### src/rtl/axil_wb_bridge.sv
// axil_wb_bridge: AXI4-Lite slave to Wishbone classic master.
// AW, W and AR are each captured into a one-entry holding register.
// Reads and writes take turns when both are ready to issue.
// Only one Wishbone cycle is in flight at a time.
// A slave that never answers is closed out with a DECERR response.
module axil_wb_bridge #(
    parameter int AW      = 13,
    parameter int DW      = 32,
    parameter int TIMEOUT = 255
) (
    input  logic            clk,
    input  logic            rst,
    input  logic [AW-1:0]   i_awaddr,
    input  logic            i_awvalid,
    output logic            o_awready,
    input  logic [DW-1:0]   i_wdata,
    input  logic [DW/8-1:0] i_wstrb,
    input  logic            i_wvalid,
    output logic            o_wready,
    output logic [1:0]      o_bresp,
    output logic            o_bvalid,
    input  logic            i_bready,
    input  logic [AW-1:0]   i_araddr,
    input  logic            i_arvalid,
    output logic            o_arready,
    output logic [DW-1:0]   o_rdata,
    output logic [1:0]      o_rresp,
    output logic            o_rvalid,
    input  logic            i_rready,
    output logic [AW-1:0]   o_wb_adr,
    output logic [DW-1:0]   o_wb_dat,
    output logic [DW/8-1:0] o_wb_sel,
    output logic            o_wb_we,
    output logic            o_wb_cyc,
    input  logic [DW-1:0]   i_wb_rdt,
    input  logic            i_wb_ack,
    input  logic            i_wb_err
);

    localparam int SW = DW / 8;
    // A disabled timeout still needs a legal one-bit counter.
    localparam int CW = (TIMEOUT > 0) ? $clog2(TIMEOUT + 1) : 1;

    typedef enum logic [1:0] {IDLE, BUS, WRESP, RRESP} state_t;

    state_t          state_q;
    logic            awFull_q, wFull_q, arFull_q;
    logic            awFull_d, wFull_d, arFull_d;
    logic            awReady_q, wReady_q, arReady_q;
    logic [AW-1:0]   awAddr_q, arAddr_q;
    logic [DW-1:0]   wData_q;
    logic [SW-1:0]   wStrb_q;
    logic            lastWrite_q;
    logic [AW-1:0]   wbAdr_q;
    logic [DW-1:0]   wbDat_q;
    logic [SW-1:0]   wbSel_q;
    logic            wbWe_q, wbCyc_q;
    logic [CW-1:0]   cnt_q;
    logic [1:0]      resp_q;
    logic [DW-1:0]   rdata_q;
    logic            bvalid_q, rvalid_q;
    logic            grantWrite, grantRead, timedOut;

    // Arbitration and next fill state of the holding registers.
    always_comb begin
        grantWrite = (state_q == IDLE) && awFull_q && wFull_q
                     && (!arFull_q || !lastWrite_q);
        grantRead  = (state_q == IDLE) && arFull_q && !grantWrite;
        timedOut   = (TIMEOUT != 0) && (cnt_q == CW'(TIMEOUT));

        awFull_d = awFull_q;
        wFull_d  = wFull_q;
        arFull_d = arFull_q;
        if (grantWrite) begin
            awFull_d = 1'b0;
            wFull_d  = 1'b0;
        end else begin
            if (i_awvalid && awReady_q) awFull_d = 1'b1;
            if (i_wvalid && wReady_q)   wFull_d  = 1'b1;
        end
        if (grantRead) begin
            arFull_d = 1'b0;
        end else if (i_arvalid && arReady_q) begin
            arFull_d = 1'b1;
        end
    end

    // Holding registers capture on every handshake; readies track next-state emptiness.
    always_ff @(posedge clk or posedge rst) begin
        if (rst) begin
            awFull_q  <= 1'b0;
            wFull_q   <= 1'b0;
            arFull_q  <= 1'b0;
            awReady_q <= 1'b0;
            wReady_q  <= 1'b0;
            arReady_q <= 1'b0;
            awAddr_q  <= '0;
            arAddr_q  <= '0;
            wData_q   <= '0;
            wStrb_q   <= '0;
        end else begin
            awFull_q  <= awFull_d;
            wFull_q   <= wFull_d;
            arFull_q  <= arFull_d;
            awReady_q <= !awFull_d;
            wReady_q  <= !wFull_d;
            arReady_q <= !arFull_d;
            if (i_awvalid && awReady_q) awAddr_q <= i_awaddr;
            if (i_arvalid && arReady_q) arAddr_q <= i_araddr;
            if (i_wvalid && wReady_q) begin
                wData_q <= i_wdata;
                wStrb_q <= i_wstrb;
            end
        end
    end

    // Transaction FSM: issue one Wishbone cycle, then hold the AXI response until taken.
    always_ff @(posedge clk or posedge rst) begin
        if (rst) begin
            state_q     <= IDLE;
            lastWrite_q <= 1'b0;
            wbAdr_q     <= '0;
            wbDat_q     <= '0;
            wbSel_q     <= '0;
            wbWe_q      <= 1'b0;
            wbCyc_q     <= 1'b0;
            cnt_q       <= '0;
            resp_q      <= 2'b00;
            rdata_q     <= '0;
            bvalid_q    <= 1'b0;
            rvalid_q    <= 1'b0;
        end else begin
            case (state_q)
                IDLE: begin
                    if (grantWrite) begin
                        wbAdr_q     <= awAddr_q & ~AW'(SW - 1);
                        wbDat_q     <= wData_q;
                        wbSel_q     <= wStrb_q;
                        wbWe_q      <= 1'b1;
                        wbCyc_q     <= 1'b1;
                        cnt_q       <= '0;
                        lastWrite_q <= 1'b1;
                        state_q     <= BUS;
                    end else if (grantRead) begin
                        wbAdr_q     <= arAddr_q & ~AW'(SW - 1);
                        wbSel_q     <= '1;
                        wbWe_q      <= 1'b0;
                        wbCyc_q     <= 1'b1;
                        cnt_q       <= '0;
                        lastWrite_q <= 1'b0;
                        state_q     <= BUS;
                    end
                end
                BUS: begin
                    if (i_wb_err || i_wb_ack || timedOut) begin
                        if (i_wb_err) begin
                            resp_q  <= 2'b10;
                            rdata_q <= '0;
                        end else if (i_wb_ack) begin
                            resp_q  <= 2'b00;
                            rdata_q <= wbWe_q ? '0 : i_wb_rdt;
                        end else begin
                            resp_q  <= 2'b11;
                            rdata_q <= '0;
                        end
                        wbCyc_q  <= 1'b0;
                        wbWe_q   <= 1'b0;
                        bvalid_q <= wbWe_q;
                        rvalid_q <= !wbWe_q;
                        state_q  <= wbWe_q ? WRESP : RRESP;
                    end else if (cnt_q != '1) begin
                        cnt_q <= cnt_q + CW'(1);
                    end
                end
                WRESP: begin
                    if (i_bready) begin
                        bvalid_q <= 1'b0;
                        state_q  <= IDLE;
                    end
                end
                RRESP: begin
                    if (i_rready) begin
                        rvalid_q <= 1'b0;
                        state_q  <= IDLE;
                    end
                end
                default: state_q <= IDLE;
            endcase
        end
    end

    assign o_awready = awReady_q;
    assign o_wready  = wReady_q;
    assign o_arready = arReady_q;
    assign o_bresp   = resp_q;
    assign o_bvalid  = bvalid_q;
    assign o_rdata   = rdata_q;
    assign o_rresp   = resp_q;
    assign o_rvalid  = rvalid_q;
    assign o_wb_adr  = wbAdr_q;
    assign o_wb_dat  = wbDat_q;
    assign o_wb_sel  = wbSel_q;
    assign o_wb_we   = wbWe_q;
    assign o_wb_cyc  = wbCyc_q;

endmodule
### config.mk
export PLATFORM = sky130hd
export DESIGN_NAME = axil_wb_bridge
export DESIGN_NICKNAME = d
export VERILOG_FILES = /design/src/rtl/axil_wb_bridge.sv
export SDC_FILE = /design/constraint.sdc
export NUM_CORES = 1
export LEC_CHECK = 0
export BUFFER_PORTS_ARGS = -buffer_cell sky130_fd_sc_hd__buf_2
export CAP_MARGIN = 30
export CORE_MARGIN = 2
export CORE_UTILIZATION = 45
export DETAILED_ROUTE_END_ITERATION = 8
export PLACE_DENSITY = 0.74
export SLEW_MARGIN = 20
export SYNTH_ARGS = -nofsm -noshare
export SYNTH_HDL_FRONTEND = slang
export SYNTH_SLANG_ARGS = --single-unit
### constraint.sdc
create_clock -name clk -period 4.55 [get_ports clk]
set_clock_uncertainty 0.15 [all_clocks]
set_input_delay 0.455 -clock clk [delete_from_list [all_inputs] [get_ports clk]]
set_output_delay 0.455 -clock clk [all_outputs]
set_load 0.005 [all_outputs]
* Word-level counts from Yosys, hierarchy flattened *
Index checks and enable logic that the tools add are counted.
W data, S select, Z words.

word-level totals
  bits in registers = 166
  bits in latches = 0
  memory bits (writable) = 0
  memory bits (read-only) = 0
  input port bits = 103
  logic and storage cells = 105
  memories = 0

cells by class
  $add $sub $neg = 1
  multipliers = 0
  div/mod/pow operators = 0
  $lt $le $gt $ge = 0
  eq/ne operators = 11
  shift operators = 0
  muxes and demuxes = 40
  bitwise logic cells = 0
  reductions and logical operators = 31

operator list
  cell                   number
  $mux W32               3
  $mux W8                4
  $mux W13               2
  $mux W1                16
  $pmux W8 S2            1
  $mux W2                7
  $ne A2 B2 Y1 const B   5
  $reduce_and A3 Y1      3
  $add A8 B1 Y8 const B  1
  $eq A8 B8 Y1 const B   1
  $logic_and A1 B1 Y1    8
  $mux W4                2
  $ne A8 B8 Y1 const B   1
  $pmux W1 S2            4
  $pmux W2 S4            1
  $reduce_and A4 Y1      2
  $reduce_bool A2 Y1     4
  $logic_not A1 Y1       7
  $reduce_and A2 Y1      3
  $eq A2 B2 Y1 const B   2
  $logic_or A1 B1 Y1     3
  $ne A3 B3 Y1 const B   1
  $eq A2 B1 Y1 const B   1
  $logic_not A2 Y1       1

* Longest topological paths before layout *
  depth in word-level cells = 9
  depth in mapped cells = 7
  gate-level depth less buffers = 5

* Worst setup path after synthesis *
OpenSTA, ideal clock, no wires.

  path type = reg-to-reg
  from = reg cnt_q[0]
  to = reg rdata_q[10] (netlist: o_rdata[10])
  setup time = 0.079 ns
  arrival time = 1.744 ns
  path slack = 2.577 ns
  cell stages (with the launch flop) = 8
  buffers on the path = 2
  clock period less this slack = 1.973 ns
  cell sequence = dfrtp_1 -> ha_1 -> nand3_1 -> nor2_1 -> o31ai_1 -> buf_4 -> buf_4 -> mux2i_1

between the ends
  word-level cells in the longest chain between the ends = 3

RTL lines
  what                         RTL line  RTL
  from (decl)                  58        logic [CW-1:0] cnt_q;
  from (signal assigned)       172       cnt_q <= cnt_q + CW'(1);
  $eq A8 B8 Y1                 69        timedOut = (TIMEOUT != 0) && (cnt_q == CW'(TIMEOUT));
  $logic_or A1 B1 Y1           155       if (i_wb_err || i_wb_ack || timedOut) begin
  $reduce_and A2 Y1 (no line)  n/a
  to (signal assigned)         161       rdata_q <= wbWe_q ? '0 : i_wb_rdt;
  to (decl)                    60        logic [DW-1:0] rdata_q;

No other way between the ends.
A chain may end at the register's enable or synchronous reset.

* Final worst setup path *
  from = reg cnt_q[0]
  to = reg rdata_q[11] (netlist: o_rdata[11])

The elaborated chain is that of the path after synthesis.

==> results.md <==
* Sequential share of the synthesized area at 0.6076
* Mapped Area at 6590 um2
* Comb pwr share at 0.328
* Die Span Y at 125.0 um
* Critical Path RT at 4.73 ns
* Number of remaining DRC errors at 0
* Final global-route overflow total at 0
* Final ANT Viol Nets at 0
* Switch Pwr at 1.817 mW
* R2r endpoint: o_rdata[11]$_DFFE_PP0P_
* Drt total wl at 13,790 um
* Core ar. at 14,420 um2
* Worst r2r src: cnt_q[0]$_DFFE_PP0P_
* # setup viols final at 0
* # H-tree levels at 4
* Post-synth EDFFs at 0
* CTS tree: built
* Area grow syn2layout at 24.76%
* Buffer count from post-CTS setup fixing at 0
* Most common cell after layout, fill and taps aside: buf_2
* Layout fillers at 1,214
* Num Clock Sinks at 160
* CTS clk-pin slew, worst paths at 0.07 ns
* Die Wd at 125.0 um
* Worst Tran Pin Value at 0.9595 ns
* Fin crit share at 0.5084
* Total of max-cap violations at 0
* Int Pwr at 3.810 mW
* Gpl congestion at 0.8381
* Iter 0 DRT Violations at 155
* Sw Ratio at 0.3229
* Pin count of the biggest net entering global routing at 59
* Most frequent cells in the layout: buf_2 (188), dfrtp_1 (160), mux2_2 (90)
* Worst reg-to-reg path cell count at 6
* Initial antenna violation count at 0
* Status: finished, final reports clean
* Cts bufs inserted at 17
* Setup slack, reg-to-reg at 2.24 ns
* Async set-or-reset flop fraction in the synthesized netlist at 1.000
* Clock Power Share at 0.229
* Lkg Pwr at 4.084 nW
* Die area at 15,630 um2
* Vias in the first global route at 4,738
* Slew HR at 0.3603
* Crit Path Max Fanout at 38
* Nets@finish at 808
* Register area at 4004 um2
* Number of diodes at 0
* Worst IR drop on VDD at 0.0003710 V
* Yosys warning count at 0
* IO buf count at 188
* Multi-input gate area at 2273 um2
* Avg Inst Size Synth at 12.70 um2
* HP Class: in -> reg
* Final Hold Vio Count at 0
* 1st-pass router iterations at 4
* Crit path arrival time at 2.49 ns
* Sequential share of power at 0.443
* Total via count in the routed design at 4,539
* Root buffer cell: clkbuf_16
* Mapped Cells at 519
* Clock tree buffer depth at 2
* HPWL Detailed at 9643 um
* Final Max Slew Viols at 0
* Final Critical Period at 2.313 ns
* Crit path kind: reg -> reg
* Final Power at 5.627 mW
* Crit path from: cnt_q[0]$_DFFE_PP0P_
* Initial Util at 0.4569
* Critical path capture point: o_rdata[11]$_DFFE_PP0P_
* Clock Latency Late Sink at 0.41 ns
* Crit path capture type: flip-flop
* Unrepaired setup endpoints after global routing: false
* PwrDens at 684.4 nW/um2
* WL per Instance at 15.30 um
* Post-synth cell types at 38
* Layout cells sized above 1 at 0.4519
* Fmax at 432.3 MHz
* CP startpoint kind: flip-flop
* Flops & latches, synth at 160
* Row count at 44
* Vias/cell at 5.038
* GRT Total Usage at 0.1844
* Final setup TNS at 0 ns
* Boundary pin count at 195
* First-pass GRT wire length at 23,320 um
* Ys flop type: dfrtp_1
[cells in the mapped netlist (2+ instances only)]
library cell	number	share of area
nand2_1	41	0.023
a31oi_1	9	0.0085
inv_1	45	0.026
a21o_1	3	0.0034
nor2_1	27	0.015
nand3_1	4	0.0030
and3_1	3	0.0028
mux2i_1	47	0.071
buf_4	7	0.0080
buf_2	10	0.0076
a21oi_1	22	0.017
mux2_2	90	0.15
clkbuf_1	13	0.0074
nand4_1	2	0.0019
and2_1	3	0.0028
dfrtp_1	160	0.61
o21ai_0	12	0.0091
[cells by family (layout without fill, tap and decap cells)]
| family | Yosys count | count (layout) | synth area share |
|---|---|---|---|
| AO/OA/AOI/OAI | 57 | 57 | 0.05639 |
| adder cells (fa/ha/maj) | 1 | 1 | 0.001898 |
| buffers and inverters | 76 | 273 | 0.05031 |
| flip-flops | 160 | 160 | 0.6076 |
| multiplexers | 137 | 137 | 0.2252 |
| other | 1 | 2 | 0.0005690 |
| AND/OR/NAND/NOR | 87 | 87 | 0.05810 |
[per-stage QoR]
stage          cells  utilization  setup slack [ns]  hold slack, ns  area, um2
3_5_place_dp     868       0.5319             2.220          0.3298       7672
5_1_grt          901       0.5700             2.061         0.09506       8222
4_1_cts          901       0.5699             2.203         0.09327       8220
3_3_place_gp     868       0.5319             2.285          0.3088       7672
6_report         901       0.5700             2.237          0.1146       8222
2_1_floorplan    520            -             1.916          0.3174       6598
[state kept, by name, indices dropped and copies added, names as in the netlist, 2 cells and up]
register,flops
o_rdata,32
wStrb_q,4
state_q,2
arAddr_q,11
awAddr_q,11
o_wb_adr,11
cnt_q,8
o_wb_sel,4
wData_q,32
o_wb_dat,32
o_bresp,2
[critical path, cell delays in order, from the launching register on]
cell and delay, ns:
dfrtp_1 0.45, ha_1 0.31, nand3_1 0.20, nor2_1 0.11
o31ai_4 0.17, buf_4 0.54, mux2i_1 0.28
[metal layers]
metal	vias to the layer above	GRT usage	routed length, um
met5	-	0	0
met4	0	0.06013	212
met3	19	0.07189	1069
met2	152	0.2925	6500
met1	2236	0.2342	6005
li1	2132	-	-
[power by group through the flow]
stage	clock network, mW	logic (mW)	registers (mW)
3_3_place_gp	0	1.80	2.46
6_report	1.29	1.84	2.49
3_5_place_dp	0	1.87	2.52
2_1_floorplan	0	1.23	2.45
4_1_cts	1.33	1.88	2.50
5_1_grt	1.39	2.06	2.60
[layout make-up]
| cell class | count | area share |
|---|---|---|
| sequential | 160 | 0.4870 |
| tap | 184 | 0.02800 |
| inverter | 45 | 0.02100 |
| clock inverter | 14 | 0.01324 |
| clock buffer | 18 | 0.05220 |
| multi-input combinational | 284 | 0.2765 |
| timing repair buffer | 196 | 0.1221 |
[worst min-delay path by stage]
stage | startpoint | end | slack [ns] | depth (start not counted)
6_report | i_wdata[9] | wData_q[9]$_DFFE_PP0P_ | 0.11 | 2
5_1_grt | i_wdata[30] | wData_q[30]$_DFFE_PP0P_ | 0.1 | 2
4_1_cts | i_wdata[9] | wData_q[9]$_DFFE_PP0P_ | 0.09 | 2
3_5_place_dp | rst | o_bresp[0]$_DFFE_PP0P_ | 0.33 | 2
3_3_place_gp | o_wb_cyc$_DFFE_PP0P_ | o_wb_cyc$_DFFE_PP0P_ | 0.31 | 1
2_1_floorplan | cnt_q[5]$_DFFE_PP0P_ | cnt_q[5]$_DFFE_PP0P_ | 0.32 | 1
[repair_timing]
item	4_1_cts	5_1_grt
hold buffers	1	0
endpoints found under the hold margin	16	0
resized for setup	0	0
No activity file was read; power rests on OpenSTA's default activity.
